**src/rtl/mem_stage.sv**
```systemverilog
// Memory-access pipeline stage: drives a req/ready data-memory port, extends loads, and registers MEM/WB.
// Optional misalignment trap enabled by defining MEM_MISALIGN_TRAP_EN.
module mem_stage #(
  parameter int TIMEOUT = 16,
  parameter int CNT_W   = 5
) (
  input  logic        clk,
  input  logic        reset,
  input  logic        MemRd_in,
  input  logic        MemWr_in,
  input  logic        RegWr_in,
  input  logic [1:0]  MemToReg_in,
  input  logic [31:0] ALUOut_in,
  input  logic [31:0] WriteData_in,
  input  logic [31:0] pc_plus_4_in,
  input  logic [4:0]  AddrC_in,
  input  logic [5:0]  Opcode_in,
  output logic        dmem_req,
  output logic        dmem_we,
  output logic [31:0] dmem_addr,
  output logic [3:0]  dmem_be,
  output logic [31:0] dmem_wdata,
  input  logic        dmem_ready,
  input  logic [31:0] dmem_rdata,
  output logic        stall,
  output logic        RegWr_out,
  output logic [1:0]  MemToReg_out,
  output logic [4:0]  AddrC_out,
  output logic [31:0] ALUOut_out,
  output logic [31:0] pc_plus_4_out,
  output logic [31:0] MemData_out,
  output logic        bus_err_out,
  output logic        misalign_out
);

  typedef enum logic {S_IDLE, S_WAIT} state_e;
  typedef enum logic [1:0] {SZ_BYTE, SZ_HALF, SZ_WORD} size_e;

  state_e             state_q, state_d;
  logic [CNT_W-1:0]   cnt_q, cnt_d;
  logic               regWr_q, regWr_d;
  logic [1:0]         memToReg_q, memToReg_d;
  logic [4:0]         addrC_q, addrC_d;
  logic [31:0]        aluOut_q, aluOut_d;
  logic [31:0]        pc4_q, pc4_d;
  logic [31:0]        memData_q, memData_d;
  logic               busErr_q, busErr_d;
  logic               misalign_q, misalign_d;

  logic               access, isLoad, signedLd, misTrap, reqInt, timeoutHit;
  size_e              size;
  logic [1:0]         a;
  logic [7:0]         byteSel;
  logic [15:0]        halfSel;
  logic [31:0]        extData;

  assign access    = MemRd_in | MemWr_in;
  assign isLoad    = MemRd_in & ~MemWr_in;
  assign a         = ALUOut_in[1:0];
  assign dmem_addr = {ALUOut_in[31:2], 2'b00};

  // Access size and signedness; unknown opcodes fall back to a full word.
  always_comb begin
    size     = SZ_WORD;
    signedLd = 1'b0;
    if (MemWr_in) begin
      case (Opcode_in)
        6'h28:   size = SZ_BYTE;
        6'h29:   size = SZ_HALF;
        default: size = SZ_WORD;
      endcase
    end else begin
      case (Opcode_in)
        6'h20:   begin size = SZ_BYTE; signedLd = 1'b1; end
        6'h21:   begin size = SZ_HALF; signedLd = 1'b1; end
        6'h24:   size = SZ_BYTE;
        6'h25:   size = SZ_HALF;
        default: size = SZ_WORD;
      endcase
    end
  end

  always_comb begin
    dmem_be    = 4'b1111;
    dmem_wdata = WriteData_in;
    case (size)
      SZ_BYTE: begin
        dmem_be    = 4'b0001 << a;
        dmem_wdata = {4{WriteData_in[7:0]}};
      end
      SZ_HALF: begin
        dmem_be    = a[1] ? 4'b1100 : 4'b0011;
        dmem_wdata = {2{WriteData_in[15:0]}};
      end
      default: ;
    endcase
  end

  always_comb begin
    case (a)
      2'd0:    byteSel = dmem_rdata[7:0];
      2'd1:    byteSel = dmem_rdata[15:8];
      2'd2:    byteSel = dmem_rdata[23:16];
      default: byteSel = dmem_rdata[31:24];
    endcase
    halfSel = a[1] ? dmem_rdata[31:16] : dmem_rdata[15:0];
    case (size)
      SZ_BYTE: extData = {{24{signedLd & byteSel[7]}}, byteSel};
      SZ_HALF: extData = {{16{signedLd & halfSel[15]}}, halfSel};
      default: extData = dmem_rdata;
    endcase
  end

`ifdef MEM_MISALIGN_TRAP_EN
  assign misTrap = access & (((size == SZ_HALF) & a[0]) | ((size == SZ_WORD) & (a != 2'd0)));
`else
  assign misTrap = 1'b0;
`endif

  // Reset gates the request so an in-flight access is dropped in the same cycle.
  assign reqInt     = access & ~misTrap & ~reset;
  assign timeoutHit = (state_q == S_WAIT) && (cnt_q == CNT_W'(TIMEOUT - 1));
  assign dmem_req   = reqInt;
  assign dmem_we    = reqInt & MemWr_in;
  assign stall      = reqInt & ~dmem_ready & ~timeoutHit;

  always_comb begin
    state_d    = S_IDLE;
    cnt_d      = '0;
    regWr_d    = RegWr_in;
    memToReg_d = MemToReg_in;
    addrC_d    = AddrC_in;
    aluOut_d   = ALUOut_in;
    pc4_d      = pc_plus_4_in;
    memData_d  = '0;
    busErr_d   = 1'b0;
    misalign_d = 1'b0;
    if (reqInt) begin
      if (dmem_ready) begin
        memData_d = isLoad ? extData : 32'd0;
      end else if (timeoutHit) begin
        regWr_d  = 1'b0;
        busErr_d = 1'b1;
      end else begin
        state_d    = S_WAIT;
        cnt_d      = (state_q == S_IDLE) ? CNT_W'(1) : cnt_q + CNT_W'(1);
        regWr_d    = 1'b0;
        memToReg_d = memToReg_q;
        addrC_d    = addrC_q;
        aluOut_d   = aluOut_q;
        pc4_d      = pc4_q;
        memData_d  = memData_q;
      end
    end else begin
      regWr_d    = RegWr_in & ~misTrap;
      misalign_d = misTrap;
    end
  end

  always_ff @(posedge clk or posedge reset) begin
    if (reset) begin
      state_q    <= S_IDLE;
      cnt_q      <= '0;
      regWr_q    <= 1'b0;
      memToReg_q <= '0;
      addrC_q    <= '0;
      aluOut_q   <= '0;
      pc4_q      <= '0;
      memData_q  <= '0;
      busErr_q   <= 1'b0;
      misalign_q <= 1'b0;
    end else begin
      state_q    <= state_d;
      cnt_q      <= cnt_d;
      regWr_q    <= regWr_d;
      memToReg_q <= memToReg_d;
      addrC_q    <= addrC_d;
      aluOut_q   <= aluOut_d;
      pc4_q      <= pc4_d;
      memData_q  <= memData_d;
      busErr_q   <= busErr_d;
      misalign_q <= misalign_d;
    end
  end

  assign RegWr_out     = regWr_q;
  assign MemToReg_out  = memToReg_q;
  assign AddrC_out     = addrC_q;
  assign ALUOut_out    = aluOut_q;
  assign pc_plus_4_out = pc4_q;
  assign MemData_out   = memData_q;
  assign bus_err_out   = busErr_q;
  assign misalign_out  = misalign_q;

endmodule

```
**config.mk**
```make
export PLATFORM = sky130hd
export DESIGN_NAME = mem_stage
export DESIGN_NICKNAME = d
export VERILOG_FILES = /design/src/rtl/mem_stage.sv
export SDC_FILE = /design/constraint.sdc
export NUM_CORES = 1
export LEC_CHECK = 0
export ABC_AREA = 1
export ABC_CLOCK_PERIOD_IN_PS = 4400
export BUFFER_PORTS_ARGS = -buffer_cell sky130_fd_sc_hd__buf_2
export CORE_MARGIN = 8
export CORE_UTILIZATION = 45
export DETAILED_ROUTE_END_ITERATION = 8
export MAX_ROUTING_LAYER = met4
export PLACE_DENSITY_LB_ADDON = 0.1
export SETUP_SLACK_MARGIN = 0.02
export SLEW_MARGIN = 0
export SYNTH_ARGS = -nofsm -noshare
export SYNTH_HDL_FRONTEND = slang
export SYNTH_SLANG_ARGS = --single-unit
```
**constraint.sdc**
```tcl
create_clock -name clk -period 4.4 [get_ports clk]
set_clock_uncertainty 0.2 [all_clocks]
set_input_delay 0.88 -clock clk [delete_from_list [all_inputs] [get_ports clk]]
set_output_delay 0.88 -clock clk [all_outputs]
set_load 0.05 [all_outputs]
```
# Yosys cells after proc, flatten, opt, wreduce, memory -nomap -nowiden
# Index checks and enable logic that the tools add are counted.
# op_classes
add_sub_neg,1
shift,1
bitwise_logic,12
n_reduce_logical,6
n_eq_ne,11
muxes,39
# ops
op,n
32-bit two-way mux,10
32-bit one-hot mux with 2 select lines,2
6-bit == test (second input constant),6
5-bit two-way mux,7
8-bit one-hot mux with 3 select lines,1
16-bit two-way mux,1
1-bit two-way mux,10
2-bit two-way mux,4
2-bit one-hot mux with 2 select lines,2
4-bit one-hot mux with 2 select lines,1
1-bit AND,7
2-bit OR reduction,3
5-bit by 1-bit adder with 5-bit output (second input constant),1
5-bit by 4-bit == test with 1-bit output (second input constant),1
2-bit by 1-bit == test with 1-bit output (second input constant),2
2-bit zero test,2
4-bit two-way mux,1
1-bit NOT,4
1-bit by 2-bit left shift with 4-bit output (first input constant),1
3-bit by 2-bit inequality test with 1-bit output (second input constant),1
2-bit == test (second input constant),1
1-bit logical AND,1
1-bit OR,1
# totals
register_bits,111
in_bits,147
output_inout_bits,177
elab_cells,79

# Logic depth before layout (Yosys ltp)
# logic_depth
ltp_word,9
ltp_mapped,11
mapped_depth_nobuf,10

# Least setup slack after synthesis
# Ideal clock, no wire load.
# synth_path
kind,input port to flip-flop
from,in reset
to,reg memData_q[0] (netlist: MemData_out[0])
stages,7
slack_ps,-257
arrival_time_ps,4391
path_buffers,0
t_required_ps,4134
setup_time_ps,66
cell_sequence,inv_1 nand3_1 inv_1 nand2_1 a21oi_1 nand2_1 nand2_1
# synth_between
elab_chain_cells,3
elab_cells_between_ends,4
cone_classes,1 x eq/ne; 1 x mux; 2 x bitwise
# synth_lines
element,line,text
from (decl),8,"input logic reset,"
1-bit NOT (*),121,assign reqInt = access & ~misTrap & ~reset;
1-bit AND (*),121,
3-bit by 2-bit inequality test with 1-bit output (no line) or 32-bit two-way mux (tied branches),-,
to (signal assigned),180,memData_q <= memData_d;
to (decl),46,"logic [31:0] memData_q, memData_d;"
# Mark *: on every way between the ends. The rest lies on a longest branch, timed or not.
# A chain may end at the register's enable or synchronous reset.

# Final worst setup path
# layout_path
from,in Opcode_in[0]
to,out dmem_wdata[28]
# layout_between
elab_chain_cells,6
elab_cells_between_ends,14
cone_classes,7 x eq/ne; 4 x mux; 3 x reduce/logical
# layout_lines
element,line,text
from (decl),17,"input logic [5:0] Opcode_in,"
6-bit == test,73,case (Opcode_in)
2-bit OR reduction (no line),-,
2-bit one-hot mux with 2 select lines,73,
2-bit two-way mux (*),66,if (MemWr_in) begin
2-bit by 1-bit == test with 1-bit output or 2-bit zero test (tied branches),86,case (size)
32-bit one-hot mux with 2 select lines (*),86,
to (decl),22,"output logic [31:0] dmem_wdata,"
# Marks and branches as above.

==> flow_summary_export.csv <==
group,metric,value,unit
routing,antenna_left,0,
critical_path,crit_path_max_fanout,23,
clocking,cts_setup_buffers,0,
floorplan,pin_count,324,
floorplan,start_util,46.2,%
critical_path,cp_common_cell,"buf_2",
critical_path,critPathKind,"in -> out",
synthesis,synth_top_area_share,47.6,%
layout,fillCellCount,1301,
sta,fmax,249,MHz
layout,drive_above_1_share,34.0,%
critical_path,path_cells,"buf_2 -> inv_1 -> nor2_1 -> nand3_1 -> nand2_2 -> nand2_4 -> inv_2 -> nor2_2 -> nand2_1 -> o211ai_1 -> buf_2",
critical_path,cp.arrival,2.93,ns
global_routing,antenna_found_initial,0,
global_routing,overflow,0,
layout,diodes,0,
layout,finalNetCount,1208,
synthesis,synth_seq_cells,111,
synthesis,synth_area,0.00583,mm²
pwr,p_int,1.70,mW
sta,tightest_slew,1.07,ns
layout,area_growth,29.3,%
sta,fin_setup_tns,0,ns
global_routing,first_global_vias,5738,
clocking,cts_buffers,9,
floorplan,core.rowCount,41,
routing,wl_per_cell,15.4,µm
synthesis,synthCells,795,
pwr,total_power,2.76,mW
synthesis,ys_seq_area_share,47.6,%
clocking,clk_pin_slew_worst_paths,0.07,ns
floorplan,coreArea,0.0126,mm²
clocking,cts_resized,0,
layout,multi_input_area,0.00237,mm²
sta,setup_viol,0,
floorplan,fp.dieArea,0.0169,mm²
sta,post-route-period-util,91.2,%
clocking,cts_buffer_depth,2,
outcome,status,"completed",
floorplan,dieWidth,130,µm
synthesis,synth_top_cell_by_area,"dfrtp_1",
pwr,switching_share,38.6,%
job,cap_violations,0,
clocking,clk_latency,0.35,ns
layout,mostFrequentLayoutCells,"nand2_1, buf_2, dfrtp_1",
placement,dp_hpwl,14500,µm
sta,holdWs,0.265,ns
clocking,cts_tree,"built",
floorplan,die_h,130,µm
critical_path,endpoint_kind,"primary output",
pwr,clkPwrFrac,29.9,%
synthesis,synth.distinct_cells,29,
clocking,cts_num_sinks,111,
global_routing,grt_max_degree,107,
clocking,htreeDepth,3,
pwr,power_frac_seq,40.4,%
layout,layout_commonest_cell,"nand2_1",
routing,viasPerCell,4.65,
routing,routed_wl,19000,µm
sta,rsz0062_at_grt,"no",
layout,register_area,0.00278,mm²
clocking,holdBufCountCts,0,
pwr,leakage,4.51,nW
sta,relSlewSlack,28.5,%
sta,slew_violations,0,
pwr,pwr_density_cell,367,mW/mm²
critical_path,start_kind,"primary input",
placement,gp_congestion,0.884,
sta,fin_crit,4.01,ns
placement,port_buffers,320,
routing,first_pass_iters,4,
placement,pre_cts_ws,0.388,ns
clocking,root_buffer,"clkbuf_16",
pwr,p_comb_share,29.7,%
routing,route.vias.total,5747,
sta,timing.final.ws_setup,0.388,ns
pwr,switching_power,1.07,mW
critical_path,crit_required,3.32,ns
pwr,irDropWorstVdd,0.239,mV
synthesis,synth_area_leaders,"dfrtp_1, nand2_1, buf_4, a21oi_1, inv_1",
routing,drc_errors,0,
critical_path,crit_path_top_delay_cell,"nor2_2",
routing,drt-initial-drc-count,328,
hold_path,min_path_type,"reg -> reg",
synthesis,yosysWarnings,0,
global_routing,grt_pass1_wl,29500,µm
global_routing,track_usage,23.1,%
synthesis,syn_avg_cell_area,7.34,µm²
sta,hold_viol,0,
critical_path,slowest_delay,0.65,ns
-- power by group through the flow --
stage	clock [mW]	combinational [mW]	sequential [mW]
2_1_floorplan	0	0.385	1.36
3_5_place_dp	0	0.827	1.13
3_3_place_gp	0	0.823	1.13
5_1_grt	0.892	0.876	1.13
6_report	0.827	0.821	1.12
4_1_cts	0.846	0.827	1.12
-- flip-flops by register name (all words and copies together), names as in the netlist --
| signal | cells |
|---|---|
| bus_err_out | 1 |
| ALUOut_out | 32 |
| RegWr_out | 1 |
| state_q | 1 |
| MemData_out | 32 |
| pc_plus_4_out | 32 |
| MemToReg_out | 2 |
| cnt_q | 5 |
| AddrC_out | 5 |
-- cell families (layout without fill, tap and decap cells) --
| group | after synthesis | in the layout | share of synthesized area [%] |
|---|---|---|---|
| other cells | 1 | 3 | 0.0643 |
| compound gates | 95 | 95 | 9.14 |
| buf+inv | 134 | 401 | 11.9 |
| fa+ha+maj | 2 | 2 | 0.429 |
| simple gates | 451 | 451 | 30.7 |
| xor+xnor | 1 | 1 | 0.150 |
| flops | 111 | 111 | 47.6 |
-- cell usage after synthesis --
cell type,count
nand2_1,385
dfrtp_1,111
inv_1,52
a21oi_1,48
buf_4,42
nand3_1,28
o21ai_0,28
nor2_1,27
buf_2,15
clkbuf_1,15
o211ai_1,8
o21a_1,8
inv_2,7
buf_6,2
ha_1,2
nand2_2,2
nand3_4,2
nor2_2,2
a21boi_0,1
a21oi_2,1
a21oi_4,1
buf_1,1
conb_1,1
nand2_4,1
nand3_2,1
nor2_4,1
nor3_1,1
nor3b_1,1
xor2_1,1
-- worst max-delay path: cells and delay by family --
kind                   cells  cell delay (ns)
and+or+nand+nor            6             1.33
buffers and inverters      4             0.58
AOI/OAI and AO/OA          1             0.12
-- per-stage QoR --
step,util [%],std cells,cell area [µm²]
2_1_floorplan,-,797,5850
3_3_place_gp,57.4,1220,7240
3_5_place_dp,57.4,1220,7240
4_1_cts,59.8,1236,7540
5_1_grt,59.8,1236,7540
6_report,59.8,1236,7540
-- final cells by class --
cell class                      count  area share (%)
Timing Repair Buffer              326            21.8
Multi-Input combinational cell    552            31.5
Clock buffer                       11            3.35
Clock inverter                      5           0.680
Sequential cell                   111            36.8
Tap cell                          172            2.85
Inverter                           59            3.00
-- layer usage --
metal,part of all wire (%),global-route usage (%),vias to the layer above
met1,43,28.3,2552
li1,-,-,2949
met2,47,36.4,223
met3,7.5,6.20,23
met4,2.0,7.86,0
met5,0,-,-
-- worst paths after layout --
| kind | start | end | slack (ns) | cells after the start |
|---|---|---|---|---|
| min in group asynchronous | reset | cnt_q[3]$_DFF_PP0_ | 0.59 | 3 |
| worst min register to register | AddrC_out[0]$_DFFE_PP0N_ | AddrC_out[0]$_DFFE_PP0N_ | 0.27 | 2 |
| max in group asynchronous | reset | ALUOut_out[7]$_DFFE_PP0N_ | 2.24 | 4 |
| worst max-delay path | Opcode_in[0] | dmem_wdata[28] | 0.39 | 11 |
| worst max register to register | cnt_q[0]$_DFF_PP0_ | cnt_q[2]$_DFF_PP0_ | 1.68 | 10 |
| worst min-delay path | AddrC_out[0]$_DFFE_PP0N_ | AddrC_out[0]$_DFFE_PP0N_ | 0.27 | 2 |
Power figures use the tool's default switching activity.
